===== config.mk =====
export PLATFORM = sky130hd
export DESIGN_NAME = pipeline_arbiter_flat
export DESIGN_NICKNAME = d
export VERILOG_FILES = /design/src/rtl/pipeline_arbiter_if.sv /design/src/rtl/pipeline_arbiter.sv /design/src/flat_wrapper.sv
export SDC_FILE = /design/constraint.sdc
export NUM_CORES = 1
export LEC_CHECK = 0
export CELL_PAD_IN_SITES_DETAIL_PLACEMENT = 1
export CELL_PAD_IN_SITES_GLOBAL_PLACEMENT = 2
export CORE_UTILIZATION = 21
export CTS_CLUSTER_DIAMETER = 80
export DETAILED_ROUTE_END_ITERATION = 6
export PLACE_DENSITY_LB_ADDON = 0.2
export SLEW_MARGIN = 20
export SYNTH_ARGS = -nofsm -noshare
export SYNTH_HDL_FRONTEND = slang
export SYNTH_SLANG_ARGS = --single-unit

===== constraint.sdc =====
create_clock -name clk -period 6.8 [get_ports clk]
set_input_delay 1.02 -clock clk [delete_from_list [all_inputs] [get_ports clk]]
set_output_delay 1.02 -clock clk [all_outputs]
set_load 0.005 [all_outputs]

===== src/rtl/pipeline_arbiter_if.sv =====
// Bundle of the requester, pipeline-input, pipeline-output and response links
// around pipeline_arbiter; master is the arbiter's view, slave the environment's.
`ifndef ADDRESS_WIDTH
`define ADDRESS_WIDTH 32
`endif
`ifndef ID_WIDTH
`define ID_WIDTH 8
`endif

interface pipeline_arbiter_if #(
  parameter int NUM_REQ       = 4,
  parameter int IDX_W         = 2,
  parameter int ADDRESS_WIDTH = `ADDRESS_WIDTH,
  parameter int ID_WIDTH      = `ID_WIDTH
);
  // Every link uses valid/stall: a beat moves in a cycle where valid=1 and
  // stall=0; while stalled, the sender holds valid and its payload stable.
  logic [NUM_REQ*ADDRESS_WIDTH-1:0]    req_address;
  logic [NUM_REQ*(ID_WIDTH-IDX_W)-1:0] req_id;
  logic [NUM_REQ-1:0]                  req_valid;
  logic [NUM_REQ-1:0]                  req_stall;
  logic [ADDRESS_WIDTH-1:0]            pipe_address;
  logic [ID_WIDTH-1:0]                 pipe_id;
  logic                                pipe_valid;
  logic                                pipe_stall;
  logic [ADDRESS_WIDTH-1:0]            ret_address;
  logic [ID_WIDTH-1:0]                 ret_id;
  logic                                ret_valid;
  logic                                ret_stall;
  logic [ADDRESS_WIDTH-1:0]            resp_address;
  logic [ID_WIDTH-1:0]                 resp_id;
  logic [NUM_REQ-1:0]                  resp_valid;
  logic [NUM_REQ-1:0]                  resp_stall;

  modport master (
    input  req_address, req_id, req_valid, pipe_stall,
    input  ret_address, ret_id, ret_valid, resp_stall,
    output req_stall, pipe_address, pipe_id, pipe_valid,
    output ret_stall, resp_address, resp_id, resp_valid
  );

  modport slave (
    output req_address, req_id, req_valid, pipe_stall,
    output ret_address, ret_id, ret_valid, resp_stall,
    input  req_stall, pipe_address, pipe_id, pipe_valid,
    input  ret_stall, resp_address, resp_id, resp_valid
  );
endinterface


===== src/rtl/pipeline_arbiter.sv =====
// Round-robin front end for a shared address pipeline with per-requester
// outstanding limits, plus the ID-indexed return demux behind it.
`ifndef ADDRESS_WIDTH
`define ADDRESS_WIDTH 32
`endif
`ifndef ID_WIDTH
`define ID_WIDTH 8
`endif

module pipeline_arbiter #(
  parameter int NUM_REQ         = 4,
  parameter int IDX_W           = 2,
  parameter int ADDRESS_WIDTH   = `ADDRESS_WIDTH,
  parameter int ID_WIDTH        = `ID_WIDTH,
  parameter int MAX_OUTSTANDING = 4
) (
  input  logic                 clk,
  input  logic                 reset,
  pipeline_arbiter_if.master   bus,
  output logic [IDX_W-1:0]     dbg_rr_ptr,
  output logic [NUM_REQ*4-1:0] dbg_cnt
);
  localparam int         LOCAL_W = ID_WIDTH - IDX_W;
  localparam logic [3:0] CNT_MAX = 4'(MAX_OUTSTANDING);

  logic [IDX_W-1:0]         rr_ptr;
  logic [IDX_W-1:0]         grant;
  logic [IDX_W-1:0]         cand;
  logic                     grant_valid;
  logic                     load_en;
  logic                     issue;
  logic [NUM_REQ-1:0]       eligible;
  logic [NUM_REQ-1:0]       req_stall;
  logic [NUM_REQ-1:0]       resp_valid;
  logic [NUM_REQ-1:0]       inc;
  logic [NUM_REQ-1:0]       dec;
  logic [IDX_W-1:0]         ret_idx;
  logic [3:0]               cnt [NUM_REQ];
  logic                     pipe_valid_q;
  logic [ADDRESS_WIDTH-1:0] pipe_address_q;
  logic [ID_WIDTH-1:0]      pipe_id_q;

  assign load_en = !pipe_valid_q || !bus.pipe_stall;
  assign issue   = load_en && grant_valid;

  always_comb begin
    eligible = '0;
    for (int i = 0; i < NUM_REQ; i++)
      eligible[i] = bus.req_valid[i] && (cnt[i] < CNT_MAX);
  end

  // First eligible requester scanning upward from rr_ptr; the index width
  // makes the modulo-NUM_REQ wrap free since NUM_REQ is a power of two.
  always_comb begin
    grant_valid = 1'b0;
    grant       = '0;
    cand        = '0;
    for (int k = 0; k < NUM_REQ; k++) begin
      cand = rr_ptr + IDX_W'(k);
      if (!grant_valid && eligible[cand]) begin
        grant_valid = 1'b1;
        grant       = cand;
      end
    end
  end

  always_comb begin
    req_stall = '1;
    for (int i = 0; i < NUM_REQ; i++)
      req_stall[i] = !(issue && (grant == IDX_W'(i)));
  end

  assign ret_idx = bus.ret_id[ID_WIDTH-1 -: IDX_W];

  always_comb begin
    resp_valid = '0;
    inc        = '0;
    dec        = '0;
    for (int i = 0; i < NUM_REQ; i++) begin
      resp_valid[i] = bus.ret_valid && (ret_idx == IDX_W'(i));
      inc[i]        = issue && (grant == IDX_W'(i));
      // Returns for an empty counter are stale (e.g. issued before reset).
      dec[i]        = resp_valid[i] && !bus.resp_stall[i] && (cnt[i] != 4'd0);
    end
  end

  always_ff @(posedge clk or negedge reset) begin
    if (!reset) begin
      pipe_valid_q   <= 1'b0;
      pipe_address_q <= '0;
      pipe_id_q      <= '0;
      rr_ptr         <= '0;
    end else if (load_en) begin
      pipe_valid_q <= grant_valid;
      if (grant_valid) begin
        pipe_address_q <= bus.req_address[int'(grant)*ADDRESS_WIDTH +: ADDRESS_WIDTH];
        pipe_id_q      <= {grant, bus.req_id[int'(grant)*LOCAL_W +: LOCAL_W]};
        rr_ptr         <= grant + IDX_W'(1);
      end
    end
  end

  // Issue and return to the same requester in one cycle cancel out.
  always_ff @(posedge clk or negedge reset) begin
    if (!reset) begin
      for (int i = 0; i < NUM_REQ; i++) cnt[i] <= 4'd0;
    end else begin
      for (int i = 0; i < NUM_REQ; i++) begin
        case ({inc[i], dec[i]})
          2'b10:   cnt[i] <= cnt[i] + 4'd1;
          2'b01:   cnt[i] <= cnt[i] - 4'd1;
          default: cnt[i] <= cnt[i];
        endcase
      end
    end
  end

  always_comb begin
    dbg_cnt = '0;
    for (int i = 0; i < NUM_REQ; i++) dbg_cnt[i*4 +: 4] = cnt[i];
  end

  assign dbg_rr_ptr       = rr_ptr;
  assign bus.req_stall    = req_stall;
  assign bus.pipe_valid   = pipe_valid_q;
  assign bus.pipe_address = pipe_address_q;
  assign bus.pipe_id      = pipe_id_q;
  assign bus.resp_valid   = resp_valid;
  assign bus.ret_stall    = bus.ret_valid && bus.resp_stall[ret_idx];
  assign bus.resp_address = bus.ret_address;
  assign bus.resp_id      = bus.ret_id;
endmodule


===== src/flat_wrapper.sv =====
// flat-port wrapper written by rule: the top's interface ports become plain ports
module pipeline_arbiter_flat 
#(
  parameter int NUM_REQ         = 4,
  parameter int IDX_W           = 2,
  parameter int ADDRESS_WIDTH   = `ADDRESS_WIDTH,
  parameter int ID_WIDTH        = `ID_WIDTH,
  parameter int MAX_OUTSTANDING = 4
)
  (clk, reset, dbg_rr_ptr, dbg_cnt, bus_req_address, bus_req_id, bus_req_valid, bus_pipe_stall, bus_ret_address, bus_ret_id, bus_ret_valid, bus_resp_stall, bus_req_stall, bus_pipe_address, bus_pipe_id, bus_pipe_valid, bus_ret_stall, bus_resp_address, bus_resp_id, bus_resp_valid);
  pipeline_arbiter_if #(.NUM_REQ(NUM_REQ), .IDX_W(IDX_W), .ADDRESS_WIDTH(ADDRESS_WIDTH), .ID_WIDTH(ID_WIDTH)) bus_i ();
  input  logic clk;
  input  logic reset;
  output logic [IDX_W-1:0] dbg_rr_ptr;
  output logic [NUM_REQ*4-1:0] dbg_cnt;
  input wire logic [$bits(bus_i.req_address)-1:0] bus_req_address;
  input wire logic [$bits(bus_i.req_id)-1:0] bus_req_id;
  input wire logic [$bits(bus_i.req_valid)-1:0] bus_req_valid;
  input wire logic [$bits(bus_i.pipe_stall)-1:0] bus_pipe_stall;
  input wire logic [$bits(bus_i.ret_address)-1:0] bus_ret_address;
  input wire logic [$bits(bus_i.ret_id)-1:0] bus_ret_id;
  input wire logic [$bits(bus_i.ret_valid)-1:0] bus_ret_valid;
  input wire logic [$bits(bus_i.resp_stall)-1:0] bus_resp_stall;
  output wire logic [$bits(bus_i.req_stall)-1:0] bus_req_stall;
  output wire logic [$bits(bus_i.pipe_address)-1:0] bus_pipe_address;
  output wire logic [$bits(bus_i.pipe_id)-1:0] bus_pipe_id;
  output wire logic [$bits(bus_i.pipe_valid)-1:0] bus_pipe_valid;
  output wire logic [$bits(bus_i.ret_stall)-1:0] bus_ret_stall;
  output wire logic [$bits(bus_i.resp_address)-1:0] bus_resp_address;
  output wire logic [$bits(bus_i.resp_id)-1:0] bus_resp_id;
  output wire logic [$bits(bus_i.resp_valid)-1:0] bus_resp_valid;
  assign bus_i.req_address = bus_req_address;
  assign bus_i.req_id = bus_req_id;
  assign bus_i.req_valid = bus_req_valid;
  assign bus_i.pipe_stall = bus_pipe_stall;
  assign bus_i.ret_address = bus_ret_address;
  assign bus_i.ret_id = bus_ret_id;
  assign bus_i.ret_valid = bus_ret_valid;
  assign bus_i.resp_stall = bus_resp_stall;
  assign bus_req_stall = bus_i.req_stall;
  assign bus_pipe_address = bus_i.pipe_address;
  assign bus_pipe_id = bus_i.pipe_id;
  assign bus_pipe_valid = bus_i.pipe_valid;
  assign bus_ret_stall = bus_i.ret_stall;
  assign bus_resp_address = bus_i.resp_address;
  assign bus_resp_id = bus_i.resp_id;
  assign bus_resp_valid = bus_i.resp_valid;
  pipeline_arbiter #(.NUM_REQ(NUM_REQ), .IDX_W(IDX_W), .ADDRESS_WIDTH(ADDRESS_WIDTH), .ID_WIDTH(ID_WIDTH), .MAX_OUTSTANDING(MAX_OUTSTANDING)) u_core (.clk(clk), .reset(reset), .bus(bus_i), .dbg_rr_ptr(dbg_rr_ptr), .dbg_cnt(dbg_cnt));
endmodule

# == Word level (Yosys, flattened, before mapping) ==
# Cells that the tools add are included.
# op_classes
reduce_logical,50
mux,22
order_cmp,9
mul,1
n_addsub,12
eq_ne,14
n_shift,2
# op_table
cell,n
128-bit by 8-bit variable part select with 32-bit output,1
4-bit one-hot mux with 2 select lines,4
24-bit by 32-bit variable part select with 6-bit output,1
1-bit logical AND,25
4-bit by 1-bit adder with 4-bit output (second input constant),4
2-bit == test (second input constant),8
4-bit by 3-bit less-than comparator with 1-bit output (second input constant),4
4-bit nonzero test,4
4-bit by 1-bit subtractor with 4-bit output (second input constant),4
2-bit by 3-bit less-than comparator with 1-bit output (second input constant),5
1-bit logical NOT,13
2-bit by 1-bit == test with 1-bit output (second input constant),6
1-bit binary-select mux with 2-bit select,5
1-bit two-way mux,9
2-bit two-way mux,4
2-bit nonzero test,4
2-bit by 1-bit adder with 2-bit output (second input constant),2
2-bit adder (second input constant),2
2-bit logical NOT,2
2-bit by 2-bit multiplier with 4-bit output (second input constant),1
2-bit AND reduction,1
1-bit logical OR,1
# word_totals
input_bits,204
register_bits,59
elab_cells,118

# == Longest topological paths before layout ==
# depth
depth_word,18
depth_mapped,13
mapped_depth_nobuf,11

# == Worst setup path before layout ==
# No wires, ideal clock.
# synth_timing
kind,input to register
from,input port bus_req_valid[1]
to,"register u_core.cnt, in the netlist u_core.dbg_cnt[3]"
slack_ps,3225
setup_time_ps,128
path_stages,13
path_buffers,2
required_ps,6672
arrival_time_ps,3447
cell_sequence,or3b_4 > a311oi_2 > o21ai_1 > buf_2 > buf_6 > nand2b_1 > ha_1 > ha_1 > a21o_1 > a21oi_1 > xnor2_1 > nor2_1 > xor2_1
# synth_via
elab_chain_cells,17
word_cells_on_any_way,30
cone_classes,eq/ne: 2; mux: 17; reduce/logical: 11
# synth_lines
element,line,text
"start, declared",flat_wrapper.sv:18,input wire logic [$bits(bus_i.req_valid)-1:0] bus_req_valid;
1-bit logical AND (*),pipeline_arbiter.sv:49,eligible[i] = bus.req_valid[i] && (cnt[i] < CNT_MAX);
1-bit binary-select mux with 2-bit select,pipeline_arbiter.sv:60,if (!grant_valid && eligible[cand]) begin
1-bit two-way mux (not written as such),pipeline_arbiter.sv:60,
1-bit two-way mux,pipeline_arbiter.sv:60,
1-bit logical NOT,pipeline_arbiter.sv:60,
1-bit logical AND,pipeline_arbiter.sv:60,
1-bit two-way mux,pipeline_arbiter.sv:60,
1-bit logical NOT,pipeline_arbiter.sv:60,
1-bit logical AND,pipeline_arbiter.sv:60,
1-bit two-way mux,pipeline_arbiter.sv:60,
1-bit logical NOT,pipeline_arbiter.sv:60,
1-bit logical AND,pipeline_arbiter.sv:60,
2-bit two-way mux or 1-bit two-way mux (tied branches),pipeline_arbiter.sv:60,
2-bit logical NOT or 1-bit logical AND (tied branches),"pipeline_arbiter.sv:81, pipeline_arbiter.sv:44",
1-bit logical AND (*),pipeline_arbiter.sv:81,inc[i] = issue && (grant == IDX_W'(i));
2-bit by 1-bit == test with 1-bit output or 2-bit == test (tied branches),pipeline_arbiter.sv:109,"case ({inc[i], dec[i]})"
4-bit one-hot mux with 2 select lines or 2-bit nonzero test (tied branches),-,
"end signal, assigned by index",pipeline_arbiter.sv:110,2'b10: cnt[i] <= cnt[i] + 4'd1;
"end signal, assigned by index",pipeline_arbiter.sv:111,2'b01: cnt[i] <= cnt[i] - 4'd1;
"end signal, assigned by index",pipeline_arbiter.sv:112,default: cnt[i] <= cnt[i];
"end, declared",pipeline_arbiter.sv:38,logic [3:0] cnt [NUM_REQ];
# Mark *: on every way between the ends. The rest lies on a longest branch, timed or not. The select of a mux whose other input is x is not followed.
# A chain may end at the register's enable or synchronous reset.

# == Worst setup path in the final report ==
# layout_timing
from,input port bus_req_valid[2]
to,output port bus_req_stall[2]
# layout_via
elab_chain_cells,16
word_cells_on_any_way,27
cone_classes,eq/ne: 1; mux: 16; reduce/logical: 10
# layout_lines
element,line,text
1-bit logical AND (*),pipeline_arbiter.sv:49,
1-bit binary-select mux with 2-bit select,pipeline_arbiter.sv:60,
1-bit two-way mux (not written as such),pipeline_arbiter.sv:60,
1-bit two-way mux,pipeline_arbiter.sv:60,
1-bit logical NOT,pipeline_arbiter.sv:60,
1-bit logical AND,pipeline_arbiter.sv:60,
1-bit two-way mux,pipeline_arbiter.sv:60,
1-bit logical NOT,pipeline_arbiter.sv:60,
1-bit logical AND,pipeline_arbiter.sv:60,
1-bit two-way mux,pipeline_arbiter.sv:60,
1-bit logical NOT,pipeline_arbiter.sv:60,
1-bit logical AND,pipeline_arbiter.sv:60,
2-bit two-way mux or 1-bit two-way mux (tied branches),pipeline_arbiter.sv:60,
2-bit == test or 1-bit logical AND (tied branches),"pipeline_arbiter.sv:70, pipeline_arbiter.sv:44",
1-bit logical AND (*),pipeline_arbiter.sv:70,req_stall[i] = !(issue && (grant == IDX_W'(i)));
1-bit logical NOT (*),pipeline_arbiter.sv:70,
"end, declared",flat_wrapper.sv:24,output wire logic [$bits(bus_i.req_stall)-1:0] bus_req_stall;
# Marked as above.

==> impl_results.md <==
* Status: finished clean
* Comb pwr share at 59.6%
* Final hold slack at 0.555 ns
* Port Buffers at 235
* Vias in the first global route at 4841
* Pins over their slew limit at 0
* Int Pwr at 1730 uW
* Worst VDD drop at 145 uV
* Yosys cell types at 45
* Hold Path Class: reg2reg
* Num CTS Buffers at 9
* CP max FO at 19
* Max Cap Viol at 0
* Worst setup EP type: primary output
* Sw Pwr at 1230 uW
* RSZ-0062 raised after global routing: no
* Ports at 312
* Share of cells above drive strength 1 at 9.49%
* Setup CP Type: in2out
* Final Critical Period at 5.04 ns
* Post-route cell area at 0.00714 mm^2
* Worst slew margin at 32.4%
* Reg-to-reg slack, setup at 2.90 ns
* CP Cell Sequence: clkdlybuf4s50_1 > nor3b_1 > nand3b_1 > nand3_4 > nand3_1 > clkdlybuf4s50_1
* CTS tree: built
* Yosys top cell by area: dfrtp_1
* HPWL after DPL at 13400 um
* Site Rows at 53
* Synth Instances at 482
* Worst slew pin tran at 1.01 ns
* Vias per std cell at 4.65
* Cts hold-fix bufs at 0
* Net Sw Frac at 41.7%
* Slowest stage delay, CP at 0.76 ns
* Clk pwr share at 16.5%
* Clk sink count at 59
* Final setup fails at 0
* Area fraction of the dominant cell type after synthesis at 32.6%
* Antenna-violating nets left at 0
* CTS Buffer Depth at 2
* Primary FF master, synth: dfrtp_1
* Core Region at 0.0211 mm^2
* Antenna violations before repair at 1
* Clock Pin Slew Worst Setup and Hold Paths at 0.05 ns
* Critical Path Source Type: input pin
* Flop pwr share at 23.9%
* Flop and latch count out of synthesis at 59
* Seq/Total Area, Yosys at 32.6%
* Global-route wire length before repair at 27300 um
* CP Data Arrival Time at 4.02 ns
* Number of fill cells at 2368
* GPL Wtd Cong at 0.768
* Mapped cell area at 0.00452 mm^2
* Worst clock skew at 0.0110 ns
* Nets at 880
* Routed length per placed instance at 19.4 um
* Clk Latency, worst-skew pair at 0.33 ns
* Slowest library cell on the worst path: nand3b_1
* Root buf cell: clkbuf_16
* Die area at 0.0221 mm^2
* CTS HTree Levels at 3
* Post-CTS resize count at 0
* Final Instance Count excl. Fillers at 940
* GRT overflow at 0
* Inst Count DP at 924
* Syn Nets at 702
* Synth top area cells: dfrtp_1 33%, mux2i_1 9.1%, a211oi_1 8.0%, a211oi_2 7.7%, buf_4 7.0%
* Most frequent CP cell: clkdlybuf4s50_1
* Async SR Flop Fraction at 100%
* Layout area overhead at 57.8%
* Setup bufs post-CTS at 0
* Die height at 149 um
* Drt pass-1 iters at 4
* Routed via count at 4373
* Power per cell area at 415 mW/mm^2
* Die Wd at 149 um
* Initial Util at 21.5%
* Initial drt markers at 126
* Final wirelength at 18200 um
* Synth warnings at 0
* Required time worst endpoint at 5.78 ns
* DR DRC count at 0
* LEAKAGE at 0.00294 uW
* Final Hold Viols at 0
* Fin crit share at 74.1%
* Setup tns final at 0 ns
* Overall routing resource usage at 16.3%
* F_max at 199 MHz
* Placed Instance Area at 0.00682 mm^2
* Largest net degree at the start of global routing at 60
* Post-synth EDFFs at 0
* Syn Area/Cell at 9.39 um^2
-- critical path: cells and delay by family --
family	cells	cell delay, ns
buf+inv	2	1.04
simple gates	4	1.96
-- path summary, 6_finish.rpt --
check	startpoint	end	depth (start not counted)
worst max-delay path	bus_req_valid[2]	bus_req_stall[2]	6
worst min-delay path	u_core.bus.pipe_address[8]	u_core.bus.pipe_address[8]	2
worst max register to register	u_core.dbg_cnt[10]	u_core.dbg_cnt[11]	11
worst min register to register	u_core.bus.pipe_address[8]	u_core.bus.pipe_address[8]	2
max in group asynchronous	reset	u_core.dbg_cnt[1]	2
min in group asynchronous	reset	u_core.bus.pipe_address[10]	2
-- cell type report --
| cell class | instances | area, um^2 | share of cell area, % |
|---|---|---|---|
| Tap cell | 275 | 344 | 4.82 |
| Inverter | 50 | 188 | 2.63 |
| Clock buffer | 14 | 284 | 3.98 |
| Clock inverter | 1 | 30.0 | 0.421 |
| Antenna cell | 1 | 2.50 | 0.0350 |
| Multi-Input combinational cell | 299 | 2420 | 33.9 |
| Sequential cell | 59 | 1480 | 20.7 |
| Timing Repair Buffer | 241 | 2390 | 33.5 |
-- power groups by stage --
stage               sequential [uW]  combinational (uW)  clock (uW)
finish                          708                1770         488
global route                    739                1930         517
CTS                             715                1800         505
detailed placement              715                1800           0
global placement                710                1760           0
floorplan                       680                1040           0
-- synth_stat cells (all sizes together) (3+ instances only) --
cell type / count
nor3b: 5
xor2: 8
and2: 3
nor2: 49
ha: 12
nand2: 7
dfrtp: 59
clkbuf: 13
nand3: 3
a21o: 4
a21oi: 7
xnor2: 9
or3b: 4
fa: 4
o21ai: 6
a211oi: 76
a31oi: 38
buf: 61
mux2i: 41
inv: 50
-- layer usage --
| layer | global-route usage [%] | up-vias | share of wire, % |
|---|---|---|---|
| li1 | - | 2045 | - |
| met1 | 18.8 | 2152 | 41 |
| met2 | 29.3 | 148 | 51 |
| met3 | 4.22 | 28 | 5.6 |
| met4 | 5.00 | 0 | 2.2 |
| met5 | 0 | - | 0 |
-- kinds of logic after synthesis --
logic type,count (synthesis),synth area share (%)
and+or+nand+nor,85,9.57
DFF,59,32.6
buffers and inverters,124,14.9
xor gates and xnor gates,17,3.29
muxes,44,10.1
adders and majority gates,16,5.09
AOI/OAI and AO/OA,137,24.5
-- placed cells by master (no fill, tap or decap), types with 2 or more instances in the layout --
master and n:
clkdlybuf4s50_1 234, dfrtp_1 59, inv_1 50, nor2_1 49
a211oi_1 48, mux2i_1 41, a31oi_1 38, a211oi_2 28
ha_1 12, xnor2_1 9, clkbuf_16 9, xor2_1 8
a21oi_1 7, nand2_1 7, buf_4 6, nor3b_1 5
o21ai_0 5, a21o_1 4, fa_1 4, clkbuf_8 4
nor4b_1 2, nand3b_1 2, or3b_2 2, nor4_1 2
o41ai_1 2, nand3_1 2, mux2_2 2
-- per-stage QoR --
| step | total power (uW) | util (%) | setup slack (ns) |
|---|---|---|---|
| 6_report | 2960 | 33.9 | 1.76 |
| 5_1_grt | 3190 | 33.9 | 1.59 |
| 3_3_place_gp | 2470 | 32.4 | 1.83 |
| 4_1_cts | 3020 | 33.8 | 1.72 |
| 2_1_floorplan | 1720 | - | 3.23 |
| 3_5_place_dp | 2520 | 32.4 | 1.71 |
-- flip-flops by register name, summed over array words and instances, names as in the netlist --
signal	cells
u_core.dbg_rr_ptr	2
u_core.dbg_cnt	16
u_core.bus.pipe_address	32
u_core.bus.pipe_valid	1
u_core.bus.pipe_id	8
Power figures use the tool's default switching activity.
